### src/rtl/multicycle_controller_pkg.sv
// Shared types and encodings for the multicycle computer main controller.
// State codes, instruction field constants, ALU codes and the control bundle.
package multicycle_controller_pkg;

  typedef enum logic [3:0] {
    S_IDLE    = 4'd0,
    S_FETCH   = 4'd1,
    S_DECODE  = 4'd2,
    S_EXEC_R  = 4'd3,
    S_EXEC_I  = 4'd4,
    S_ALU_WB  = 4'd5,
    S_MEM_ADR = 4'd6,
    S_MEM_RD  = 4'd7,
    S_MEM_WB  = 4'd8,
    S_MEM_WR  = 4'd9,
    S_BRANCH  = 4'd10
  } state_t;

  localparam logic [1:0] OP_DP    = 2'b00;
  localparam logic [1:0] OP_MEM   = 2'b01;
  localparam logic [1:0] OP_BR    = 2'b10;
  localparam logic [1:0] OP_UNDEF = 2'b11;

  localparam logic [3:0] CMD_AND = 4'b0000;
  localparam logic [3:0] CMD_SUB = 4'b0010;
  localparam logic [3:0] CMD_ADD = 4'b0100;
  localparam logic [3:0] CMD_CMP = 4'b1010;
  localparam logic [3:0] CMD_ORR = 4'b1100;
  localparam logic [3:0] CMD_MOV = 4'b1101;

  localparam logic [3:0] COND_EQ = 4'b0000;
  localparam logic [3:0] COND_NE = 4'b0001;
  localparam logic [3:0] COND_CS = 4'b0010;
  localparam logic [3:0] COND_CC = 4'b0011;
  localparam logic [3:0] COND_MI = 4'b0100;
  localparam logic [3:0] COND_PL = 4'b0101;
  localparam logic [3:0] COND_VS = 4'b0110;
  localparam logic [3:0] COND_VC = 4'b0111;
  localparam logic [3:0] COND_HI = 4'b1000;
  localparam logic [3:0] COND_LS = 4'b1001;
  localparam logic [3:0] COND_GE = 4'b1010;
  localparam logic [3:0] COND_LT = 4'b1011;
  localparam logic [3:0] COND_GT = 4'b1100;
  localparam logic [3:0] COND_LE = 4'b1101;
  localparam logic [3:0] COND_AL = 4'b1110;
  localparam logic [3:0] COND_NV = 4'b1111;

  localparam logic [2:0] ALU_ADD = 3'b000;
  localparam logic [2:0] ALU_SUB = 3'b001;
  localparam logic [2:0] ALU_AND = 3'b010;
  localparam logic [2:0] ALU_ORR = 3'b011;
  localparam logic [2:0] ALU_MOV = 3'b100;

  localparam logic [2:0] SHIFT_NONE = 3'b111;

  typedef struct packed {
    logic       a3_src;
    logic       adr_src;
    logic       flag_update;
    logic       ir_write;
    logic       mem_write;
    logic       pc_write;
    logic       reg_write;
    logic       wd3_src;
    logic [1:0] alu_src_a;
    logic [1:0] alu_src_b;
    logic [1:0] result_src;
    logic [1:0] reg_src;
    logic [2:0] alu_op;
    logic [2:0] shift_type;
  } ctrl_t;

  localparam ctrl_t CTRL_INACTIVE = ctrl_t'({19'b0, SHIFT_NONE});

  function automatic logic [2:0] alu_op_of(input logic [3:0] cmd);
    logic [2:0] r;
    r = ALU_ADD;
    case (cmd)
      CMD_ADD: r = ALU_ADD;
      CMD_SUB: r = ALU_SUB;
      CMD_AND: r = ALU_AND;
      CMD_ORR: r = ALU_ORR;
      CMD_MOV: r = ALU_MOV;
      CMD_CMP: r = ALU_SUB;
      default: r = ALU_ADD;
    endcase
    return r;
  endfunction

  function automatic logic cmd_writes(input logic [3:0] cmd);
    return (cmd == CMD_ADD) || (cmd == CMD_SUB) ||
           (cmd == CMD_AND) || (cmd == CMD_ORR) ||
           (cmd == CMD_MOV);
  endfunction

endpackage

### src/rtl/multicycle_computer_controller_cond.sv
// Combinational condition-code evaluator over the datapath {N,Z,C,V} flags.
// Code 1111 never passes.
module cond_check
  import multicycle_controller_pkg::*;
(
  input  logic [3:0] cond,
  input  logic [3:0] flags,
  output logic       pass
);

  logic n, z, c, v;
  assign {n, z, c, v} = flags;

  always_comb begin
    pass = 1'b0;
    unique case (cond)
      COND_EQ: pass = z;
      COND_NE: pass = !z;
      COND_CS: pass = c;
      COND_CC: pass = !c;
      COND_MI: pass = n;
      COND_PL: pass = !n;
      COND_VS: pass = v;
      COND_VC: pass = !v;
      COND_HI: pass = c && !z;
      COND_LS: pass = !c || z;
      COND_GE: pass = (n == v);
      COND_LT: pass = (n != v);
      COND_GT: pass = !z && (n == v);
      COND_LE: pass = z || (n != v);
      COND_AL: pass = 1'b1;
      COND_NV: pass = 1'b0;
    endcase
  end

endmodule

### src/rtl/multicycle_computer_controller.sv
// Moore main control FSM for the multicycle computer datapath.
// Define MC_CTRL_BRANCH_LINK_EN to make BL write the return address to R14.
module multicycle_computer_controller
  import multicycle_controller_pkg::*;
(
  input  logic        clock,
  input  logic        reset,
  input  logic [31:0] INSTRUCTION,
  input  logic [3:0]  FLAGS,
  output logic        A3Src,
  output logic        AdrSrc,
  output logic        FlagUpdate,
  output logic        IRWrite,
  output logic        MemWrite,
  output logic        PCWrite,
  output logic        RegWrite,
  output logic        WD3Src,
  output logic [1:0]  ALUSrcA,
  output logic [1:0]  ALUSrcB,
  output logic [1:0]  ResultSrc,
  output logic [1:0]  RegSrc,
  output logic [2:0]  ALUop,
  output logic [2:0]  ShiftType,
  output logic [3:0]  STATE_OUT
);

  state_t     state;
  state_t     state_nxt;
  ctrl_t      ctrl;
  logic       cond_pass;
  logic       run;

  logic [3:0] cond;
  logic [1:0] op;
  logic       imm;
  logic [3:0] cmd;
  logic       s_bit;
  logic [4:0] sh_amt;
  logic [1:0] sh_type;
  logic       unused_bits;

  assign cond    = INSTRUCTION[31:28];
  assign op      = INSTRUCTION[27:26];
  assign imm     = INSTRUCTION[25];
  assign cmd     = INSTRUCTION[24:21];
  assign s_bit   = INSTRUCTION[20];
  assign sh_amt  = INSTRUCTION[11:7];
  assign sh_type = INSTRUCTION[6:5];

  assign unused_bits = ^{INSTRUCTION[19:12], INSTRUCTION[4:0]};

  cond_check u_cond (
    .cond  (cond),
    .flags (FLAGS),
    .pass  (cond_pass)
  );

  // Undefined ops are squashed exactly like a failed condition
  assign run = cond_pass && (op != OP_UNDEF);

  always_ff @(posedge clock or posedge reset) begin
    if (reset) state <= S_IDLE;
    else       state <= state_nxt;
  end

  always_comb begin
    state_nxt = S_FETCH;
    ctrl      = CTRL_INACTIVE;
    case (state)
      S_IDLE: state_nxt = S_FETCH;
      S_FETCH: begin
        ctrl.ir_write   = 1'b1;
        ctrl.pc_write   = 1'b1;
        ctrl.alu_src_b  = 2'b11;
        ctrl.result_src = 2'b10;
        ctrl.reg_src    = 2'b10;
        state_nxt       = S_DECODE;
      end
      S_DECODE: begin
        unique case (1'b1)
          !run:                 state_nxt = S_FETCH;
          run && op == OP_DP:   state_nxt = imm ? S_EXEC_I : S_EXEC_R;
          run && op == OP_MEM:  state_nxt = S_MEM_ADR;
          run && op == OP_BR:   state_nxt = S_BRANCH;
        endcase
      end
      S_EXEC_R: begin
        ctrl.alu_src_a   = 2'b10;
        ctrl.alu_src_b   = 2'b00;
        ctrl.alu_op      = alu_op_of(cmd);
        ctrl.flag_update = s_bit;
        if (cmd == CMD_MOV && sh_amt != 5'd0)
          ctrl.shift_type = {1'b0, sh_type};
        state_nxt = cmd_writes(cmd) ? S_ALU_WB : S_FETCH;
      end
      S_EXEC_I: begin
        ctrl.alu_src_a   = 2'b10;
        ctrl.alu_src_b   = 2'b01;
        ctrl.alu_op      = alu_op_of(cmd);
        ctrl.flag_update = s_bit;
        state_nxt = cmd_writes(cmd) ? S_ALU_WB : S_FETCH;
      end
      S_ALU_WB: begin
        ctrl.reg_write  = 1'b1;
        ctrl.alu_src_a  = 2'b01;
        ctrl.result_src = 2'b00;
        state_nxt       = S_FETCH;
      end
      S_MEM_ADR: begin
        ctrl.alu_src_a = 2'b10;
        ctrl.alu_src_b = 2'b01;
        ctrl.alu_op    = ALU_ADD;
        state_nxt      = s_bit ? S_MEM_RD : S_MEM_WR;
      end
      S_MEM_RD: begin
        ctrl.adr_src = 1'b1;
        state_nxt    = S_MEM_WB;
      end
      S_MEM_WB: begin
        ctrl.reg_write  = 1'b1;
        ctrl.result_src = 2'b01;
        state_nxt       = S_FETCH;
      end
      S_MEM_WR: begin
        ctrl.adr_src   = 1'b1;
        ctrl.mem_write = 1'b1;
        ctrl.reg_src   = 2'b10;
        state_nxt      = S_FETCH;
      end
      S_BRANCH: begin
        ctrl.pc_write   = 1'b1;
        ctrl.alu_src_b  = 2'b10;
        ctrl.result_src = 2'b10;
        ctrl.reg_src    = 2'b01;
`ifdef MC_CTRL_BRANCH_LINK_EN
        if (INSTRUCTION[24]) begin
          ctrl.reg_write = 1'b1;
          ctrl.a3_src    = 1'b1;
          ctrl.wd3_src   = 1'b1;
        end
`endif
        state_nxt = S_FETCH;
      end
      default: state_nxt = S_FETCH;
    endcase
  end

  assign A3Src      = ctrl.a3_src;
  assign AdrSrc     = ctrl.adr_src;
  assign FlagUpdate = ctrl.flag_update;
  assign IRWrite    = ctrl.ir_write;
  assign MemWrite   = ctrl.mem_write;
  assign PCWrite    = ctrl.pc_write;
  assign RegWrite   = ctrl.reg_write;
  assign WD3Src     = ctrl.wd3_src;
  assign ALUSrcA    = ctrl.alu_src_a;
  assign ALUSrcB    = ctrl.alu_src_b;
  assign ResultSrc  = ctrl.result_src;
  assign RegSrc     = ctrl.reg_src;
  assign ALUop      = ctrl.alu_op;
  assign ShiftType  = ctrl.shift_type;
  assign STATE_OUT  = state;

endmodule

### config.mk
export PLATFORM = sky130hd
export DESIGN_NAME = multicycle_computer_controller
export DESIGN_NICKNAME = d
export VERILOG_FILES = /design/src/rtl/multicycle_controller_pkg.sv /design/src/rtl/multicycle_computer_controller_cond.sv /design/src/rtl/multicycle_computer_controller.sv
export SDC_FILE = /design/constraint.sdc
export NUM_CORES = 1
export LEC_CHECK = 0
export ABC_AREA = 1
export CORE_MARGIN = 8
export CORE_UTILIZATION = 30
export CTS_BUF_LIST = sky130_fd_sc_hd__clkbuf_2
export DETAILED_ROUTE_END_ITERATION = 8
export DONT_BUFFER_PORTS = 1
export SYNTH_ARGS = -nofsm -noshare
export SYNTH_HDL_FRONTEND = slang
export SYNTH_SLANG_ARGS = --single-unit
### constraint.sdc
create_clock -name clock -period 1.6 [get_ports clock]
set_clock_uncertainty 0.1 [all_clocks]
set_input_delay 0.16 -clock clock [delete_from_list [all_inputs] [get_ports clock]]
set_output_delay 0.16 -clock clock [all_outputs]
set_load 0.02 [all_outputs]
Word-level counts from Yosys, hierarchy flattened
Cells that the tools add are included.
Widths: inputs -> output; s select.
{ "word_totals": {"in_bits": 38, "wordCells": 86, "output_inout_bits": 26, "regBits": 4} }
{ "classes": {"n_eq_ne": 35, "reduce_logical": 30, "muxes": 20} }
{ "ops": {"columns": ["op", "n"], "rows": [
  ["$eq 4x4->1 const B", 14],
  ["$eq 4x3->1 const B", 9],
  ["$eq 4x2->1 const B", 5],
  ["$pmux 4 s5", 1],
  ["$pmux 1 s16", 1],
  ["$pmux 4 s4", 1],
  ["$mux 3", 5],
  ["$reduce_or 2->1", 7],
  ["$pmux 2 s2", 3],
  ["$pmux 3 s4", 1],
  ["$eq 4x1->1 const B", 2],
  ["$logic_not 4->1", 2],
  ["$logic_and 1x1->1", 7],
  ["$logic_or 1x1->1", 6],
  ["$mux 1", 6],
  ["$pmux 2 s3", 1],
  ["$logic_not 1->1", 5],
  ["$reduce_bool 5->1", 1],
  ["$mux 4", 1],
  ["$reduce_or 3->1", 1],
  ["$eq 2x1->1 const B", 1],
  ["$eq 2x2->1 const B", 1],
  ["$logic_not 2->1", 1],
  ["$ne 2x2->1 const B", 1],
  ["2 further kinds", 2]
]} }

Longest topological paths before layout
Gate-level depths: netlist of run 1.
{ "depth": {"word_depth": 7, "mapped_depth": 13, "mapped_depth_nobuf": 13} }

Hierarchy
From an unflattened synthesis of run 1, not the netlist that was laid out.
{ "unflattened": {"hier_cells": 140, "area_unflattened_um2": 739.5} }
{ "by_module_without_submodules": {"columns": ["module", "area_per_inst_um2", "seq_area_each_um2", "cells_each", "instances"], "rows": [
  ["multicycle_computer_controller", 534.3, 100.1, 95, 1],
  ["cond_check", 205.2, 0.0, 45, 1]
]} }

Least setup slack after synthesis of run 1
OpenSTA, ideal clock, no wires.
{ "synth_path": {"path_kind": "flip-flop to output port", "from": "register state[0], in the netlist STATE_OUT[0]", "to": "output ALUSrcB[0]", "stages_incl_launch_ff": 7, "n_path_buf": 0, "setup_slack_ns": -0.160, "t_required_ns": 1.340, "arrival_ns": 1.500, "path_cell_list": "dfrtp_1 -> inv_1 -> nor2_1 -> inv_1 -> nor2_1 -> inv_1 -> o21ai_0"} }
{ "synth_via": {"elab_chain_len": 3, "word_cells_on_any_way": 6, "classes_between": "eq/ne: 4; mux: 1; reduce/logical: 1"} }
{ "synth_rtl": {"columns": ["element", "line", "rtl"], "rows": [
  ["from (decl)", "multicycle_computer_controller.sv:27", "state_t state;"],
  ["from (signal assigned)", "multicycle_computer_controller.sv:63", "else state <= state_nxt;"],
  ["$eq 4x3->1", "multicycle_computer_controller.sv:69", "case (state)"],
  ["$reduce_or 2->1 (no line)", null, null],
  ["$pmux 2 s3 *", "multicycle_computer_controller.sv:69", null],
  ["to (decl)", "multicycle_computer_controller.sv:19", "output logic [1:0] ALUSrcB,"]
]} }
Every way passes the cells marked *; elsewhere a longest branch is shown, timed or not.

Worst setup path in the final report of run 1
{ "layout_path": {"from": "register state[2], in the netlist STATE_OUT[2]", "to": "output ShiftType[0]"} }
{ "layout_via": {"elab_chain_len": 2} }
{ "layout_rtl": {"columns": ["element", "line", "rtl"], "rows": [
  ["$eq 4x2->1", "multicycle_computer_controller.sv:69", null],
  ["$mux 3", "multicycle_computer_controller.sv:69", null],
  ["to (decl)", "multicycle_computer_controller.sv:23", "output logic [2:0] ShiftType,"]
]} }
Every way passes these cells.

==> flow_summary.json, run 1 <==
{
  "clkTransAtPathRegs_ns": 0.05,
  "fin_nets": 204,
  "dr_total_vias": 938,
  "met2_usage_pct": 21.8,
  "power_density_nw_per_um2": 1780,
  "maxCapViolCount": 0,
  "hp-class": "in -> reg",
  "numClockSinks": 4,
  "synthToLayoutAreaGrowth_pct": 65.6,
  "dp_cells": 180,
  "ant_nets": 0,
  "cts_max_level": 1,
  "cts_buffer_depth": 2,
  "avgRoutedWirePerCell_um": 13.1,
  "power_mw": 1.99,
  "core.rowCount": 17,
  "ys_seq_area_share_pct": 14.8,
  "critPathCaptureType": "output port",
  "diodes": 0,
  "io_pins": 64,
  "grt-ovfl-total": 0,
  "drc_errors": 0,
  "drive_gt1_share_pct": 44.8,
  "grt.total_usage_pct": 11.8,
  "dieWidth_um": 63.5,
  "setup_violations": 11,
  "core_area_um2": 2170,
  "largest_register_ffs": 4,
  "synth_area_per_cell_um2": 5.08,
  "hold_viol_final": 0,
  "antenna_found_initial": 0,
  "irDropWorstVdd_mv": 0.864,
  "start_kind": "flip-flop",
  "fin_tns_setup_ns": -1.33,
  "maxClockFrequency_mhz": 564,
  "fill_cells": 212,
  "synth.yosys.warnings": 0,
  "drt-pass1-iter-count": 5,
  "cts_root_buf": "clkbuf_2",
  "leakage_nw": 0.550,
  "drtIter0Drc": 21,
  "wirelength_um": 2530,
  "slew_viol_final": 0,
  "grt_busiest_layer": "met2",
  "port_buffers": 0,
  "period_minus_slack_ns": 1.77,
  "place_hpwl_um": 1900,
  "required_ns": 1.34,
  "die-area_um2": 4030,
  "met1_usage_pct": 9.99,
  "syn-instance-count": 133,
  "via_per_inst": 4.86,
  "grt_pass1_wl_um": 4020,
  "crit_type": "reg -> out",
  "outcome": "finished with violations",
  "cp_max_fo": 3,
  "rsz0062_at_grt": "true",
  "cts_tree": "yes",
  "die_h_um": 63.5,
  "grt_pass1_vias": 953,
  "timing.final.crit_share_pct": 111,
  "clk_latency_ns": 0.21,
  "fin_cells": 193,
  "grt_max_degree": 9,
  "worst_ep_arrival_time_ns": 1.51,
  "failed_checks": "negative setup slack",
  "gp_congestion": 0.831,
  "syn-cell-area_um2": 676,
  "synth_cell_types": 22,
  "setup_ws_ns": -0.174,
  "ys_ff_latch": 4,
  "initial_utilization_pct": 31.1,
  "numCtsBuffers": 3,
  "met3_usage_pct": 6.01
}
==> stage by stage <==
step	hold WS [ns]	util (%)	area, um^2	worst slack [ns]
after floorplan	-0.174	-	712	-0.0211
after global placement	-0.164	40.7	882	-0.0240
after detailed placement	-0.159	40.7	882	-0.0275
after CTS	0.00493	46.4	1010	-0.199
after global routing	0.0236	51.6	1120	-0.286
final	0.0214	51.6	1120	-0.174
==> repair_timing <==
action,in CTS,in global routing
pin swaps,2,3
endpoints found under the setup margin,11,21
endpoints found under the hold margin,4,0
buffers inserted,4,5
hold buffers,1,0
resized for setup,18,28
==> placed cells by master (no fill, tap or decap), types with 2 or more instances in the layout <==
cell type  count
o211ai_1       3
nand3_1       14
buf_4         17
inv_2         11
or2_4          2
nor2_2         7
nor2_1        14
nor3_1         2
o21ai_1        2
nor2_4         4
conb_1         2
dfrtp_2        3
clkbuf_2       4
buf_6         11
inv_1         14
nand2_2        3
o21ai_4        4
o21ai_0        3
nand2_1       29
a21oi_1        3
==> power by group <==
| group | leakage (nW) | switching (mW) | internal (mW) |
|---|---|---|---|
| combinational | 0.487 | 0.990 | 0.715 |
| clock | 0.0166 | 0.0442 | 0.0660 |
| sequential | 0.0463 | 0.0270 | 0.145 |
| total | 0.550 | 1.06 | 0.926 |
==> layer usage <==
metal	up-vias	share of wire (%)	wire length (um)
met5	-	0	0
met3	2	11	278
met1	416	34	863
li1	484	-	-
met2	36	54	1360
met4	0	1.1	28
==> final timing paths <==
check	from	end	slack [ns]	cells past startpoint
min in group asynchronous	reset	STATE_OUT[2]$_DFF_PP0_	0.16	2
setup / recovery	STATE_OUT[2]$_DFF_PP0_	ShiftType[0]	-0.17	7
setup reg to reg	STATE_OUT[2]$_DFF_PP0_	STATE_OUT[0]$_DFF_PP0_	-0.07	9
max in group asynchronous	reset	STATE_OUT[0]$_DFF_PP0_	1.06	2
hold / removal	INSTRUCTION[20]	STATE_OUT[1]$_DFF_PP0_	0.02	2
hold reg to reg	STATE_OUT[3]$_DFF_PP0_	STATE_OUT[3]$_DFF_PP0_	0.64	3
==> kinds of logic (layout without fill, tap and decap cells) <==
| family | count (synthesis) | in the layout | synth area share (%) |
|---|---|---|---|
| buffers and inverters | 28 | 59 | 16.7 |
| AO/OA/AOI/OAI | 20 | 20 | 17.4 |
| other | 1 | 2 | 0.555 |
| flip-flops | 4 | 4 | 14.8 |
| AND/OR/NAND/NOR | 80 | 80 | 50.6 |
==> cell type report <==
type | count | area (um^2) | share of cell area, %
multi-input cells | 102 | 598 | 53.5
repair buffers | 29 | 262 | 23.4
flip-flops and latches | 4 | 104 | 9.28
inverters | 26 | 100 | 8.95
well taps | 28 | 35.0 | 3.13
clock buffers | 4 | 20.0 | 1.79
==> synthesized netlist by cell type <==
library cell  number  share of area (%)
a211oi_1           1                1.1
dfrtp_1            4                 15
or2_1              3                2.8
nand3_1           14                 10
buf_4              2                2.2
o21ai_1            1               0.74
a21oi_1            3                2.2
o21ai_0            9                6.7
o22ai_1            1               0.93
nand4_1            1               0.93
o211ai_1           3                3.3
o21a_1             1                1.1
nand2_1           31                 17
conb_1             1               0.56
or2_2              1               0.93
inv_2              3                1.7
inv_1             23                 13
nor2_2             1               0.93
a311oi_1           1                1.3
nor3_1             3                2.2
nor2_1            24                 13
nand2_2            2                1.9
==> critical path, cell delays in order, from the launching register on <==
cell and delay (ns):
dfrtp_2 0.41, nor2_2 0.12, inv_2 0.05, nor3_2 0.14
inv_2 0.08, a211oi_2 0.16, inv_2 0.06, or2_4 0.28
Note: power is estimated with default switching activity, not from simulation.
==> inputs of run 2 (changes only) <==
--- a/config.mk
+++ b/config.mk
@@ -6,11 +6,14 @@
 export NUM_CORES = 1
 export LEC_CHECK = 0
 export ABC_AREA = 1
+export ABC_CLOCK_PERIOD_IN_PS = 1600
+export CORE_ASPECT_RATIO = 1.5
 export CORE_MARGIN = 8
 export CORE_UTILIZATION = 30
 export CTS_BUF_LIST = sky130_fd_sc_hd__clkbuf_2
 export DETAILED_ROUTE_END_ITERATION = 8
 export DONT_BUFFER_PORTS = 1
+export RECOVER_POWER = 50
 export SYNTH_ARGS = -nofsm -noshare
 export SYNTH_HDL_FRONTEND = slang
 export SYNTH_SLANG_ARGS = --single-unit
==> run 2 against run 1 <==
The run still ends with negative setup slack left. Wire length is 6.1% higher. Final area is 1.0% lower. Sequential power hardly changed. Clock power hardly changed. Via count is 2.9% higher. Worst setup slack worse by 0.0025 ns. Global-route usage is 1.2 points lower. Critical path depth is 3 higher. Highest routed layer unchanged. Sequential cell count stayed put. Fmax is 0.14% lower.
==> flow_summary.json, run 2 (synthesized netlist as in run 1, its figures left out) <==
{
  "outcome": "finished with violations",
  "failed_checks": "negative setup slack",
  "path_cells": "buf_4 -> buf_6 -> inv_4 -> nor2_1 -> inv_1 -> o21ai_4 -> buf_4 -> buf_4 -> a311oi_2 -> nand2_1",
  "drtIter0Drc": 12,
  "cts_max_level": 1,
  "leakage_nw": 0.553,
  "power_frac_clock_pct": 5.5,
  "cp_common_cell": "buf_4",
  "numCtsBuffers": 3,
  "p_switching_mw": 1.04,
  "grt_pass1_wl_um": 3410,
  "seqPwrFrac_pct": 8.8,
  "largest_register_ffs": 4,
  "p_sw_share_pct": 54.0,
  "dr_total_vias": 965,
  "slew_viol_final": 0,
  "drc_errors": 0,
  "numClockSinks": 4,
  "timing.final.crit_share_pct": 111,
  "slowest_stage": "dfrtp_2",
  "die-area_um2": 4060,
  "hp-class": "in -> reg",
  "clkTransAtPathRegs_ns": 0.05,
  "setup_violations": 18,
  "power_density_nw_per_um2": 1740,
  "required_ns": 1.57,
  "maxCapViolCount": 0,
  "setup_ws_ns": -0.177,
  "clk_latency_ns": 0.20,
  "slowest_delay_ns": 0.40,
  "power.internal_mw": 0.889,
  "via_per_inst": 5.08,
  "gp_congestion": 0.883,
  "worst_ep_arrival_time_ns": 1.74,
  "layout_commonest_cell": "nand2_1",
  "fin_tns_setup_ns": -2.15,
  "avgRoutedWirePerCell_um": 14.1,
  "start_kind": "flip-flop",
  "io_pins": 64,
  "core_area_um2": 2180,
  "dieWidth_um": 54.8,
  "cts_root_buf": "clkbuf_2",
  "hold_slack_ns": 0.0419,
  "diodes": 0,
  "fin_nets": 206,
  "ant_nets": 0,
  "cp_max_fo": 5,
  "cts_buffer_depth": 2,
  "grt_max_degree": 9,
  "drt-pass1-iter-count": 4,
  "hold_viol_final": 0,
  "irDropWorstVdd_mv": 0.573,
  "place_hpwl_um": 1910,
  "rsz0062_at_grt": "true",
  "maxClockFrequency_mhz": 563,
  "antenna_found_initial": 0,
  "wirelength_um": 2680,
  "mostFrequentLayoutCells": "nand2_1, buf_4, nor2_1",
  "port_buffers": 0,
  "drive_gt1_share_pct": 43.1,
  "pwr-share-comb_pct": 85.7,
  "grt.total_usage_pct": 10.7,
  "core.rowCount": 21,
  "initial_utilization_pct": 31.0,
  "period_minus_slack_ns": 1.78,
  "crit_type": "reg -> reg",
  "grt-ovfl-total": 0,
  "grt_pass1_vias": 950,
  "post-place-ws_ns": -0.0576,
  "die_h_um": 74.1,
  "synthToLayoutAreaGrowth_pct": 63.9,
  "cts_tree": "yes",
  "critPathCaptureType": "flip-flop"
}
run 2: changes by cell type in the layout (fill, tap and decap cells not counted), sizes merged:
cell,before,now
clkbuf,4,5
buf,28,29
run 2: critical path: cells and delay by family (launching register included):
family	cells	cell delay, ns
AOI/OAI and AO/OA	2	0.33
buffers and inverters	6	0.66
and+or+nand+nor	2	0.14
DFF	1	0.40
run 2: metal layers:
metal	vias up	share of wire, %	global-route usage, %
met4	0	1.1	6.32
li1	487	-	-
met1	432	31	8.61
met2	44	53	19.6
met5	-	0	0
met3	2	15	4.80
run 2: timing repair:
item                                    CTS  global route
gates resized for setup                  12            28
buffers inserted                          1             8
cloned                                    0             0
hold endpoints to repair                  4             0
pin swaps                                 2             9
endpoints found under the setup margin   11            19
hold buffers                              1             0
run 2: worst paths after layout:
check                                        from                     end  slack, ns  depth (start not counted)
hold / removal                    INSTRUCTION[20]  STATE_OUT[2]$_DFF_PP0_       0.04                          2
setup / recovery           STATE_OUT[2]$_DFF_PP0_  STATE_OUT[0]$_DFF_PP0_      -0.18                         10
max in group asynchronous                   reset  STATE_OUT[0]$_DFF_PP0_       1.06                          2
setup reg to reg           STATE_OUT[2]$_DFF_PP0_  STATE_OUT[0]$_DFF_PP0_      -0.18                         10
hold reg to reg            STATE_OUT[3]$_DFF_PP0_  STATE_OUT[3]$_DFF_PP0_       0.66                          3
min in group asynchronous                   reset  STATE_OUT[2]$_DFF_PP0_       0.18                          2
run 2: cell type report:
class,instances,area (um^2)
multi-input combinational,102,588
tap,23,28.8
sequential,4,104
timing repair buffer,31,267
inverter,26,100
fill,209,1070
clock buffer,4,20.0
run 2: power groups by stage:
stage,Sequential (mW),Clock (mW),Combinational (mW)
6_report,0.169,0.107,1.66
5_1_grt,0.174,0.127,1.76
4_1_cts,0.163,0.112,1.27
3_5_place_dp,0.166,0,1.16
3_3_place_gp,0.165,0,1.13
2_1_floorplan,0.228,0,0.667
run 2: stage by stage:
| stage | instance area (um^2) | total power, mW | std cells | utilization [%] |
|---|---|---|---|---|
| 2_1_floorplan | 712 | 0.895 | 134 | - |
| 3_3_place_gp | 883 | 1.30 | 176 | 40.5 |
| 3_5_place_dp | 883 | 1.32 | 176 | 40.5 |
| 4_1_cts | 962 | 1.55 | 182 | 44.1 |
| 5_1_grt | 1110 | 2.06 | 190 | 50.8 |
| 6_report | 1110 | 1.93 | 190 | 50.8 |
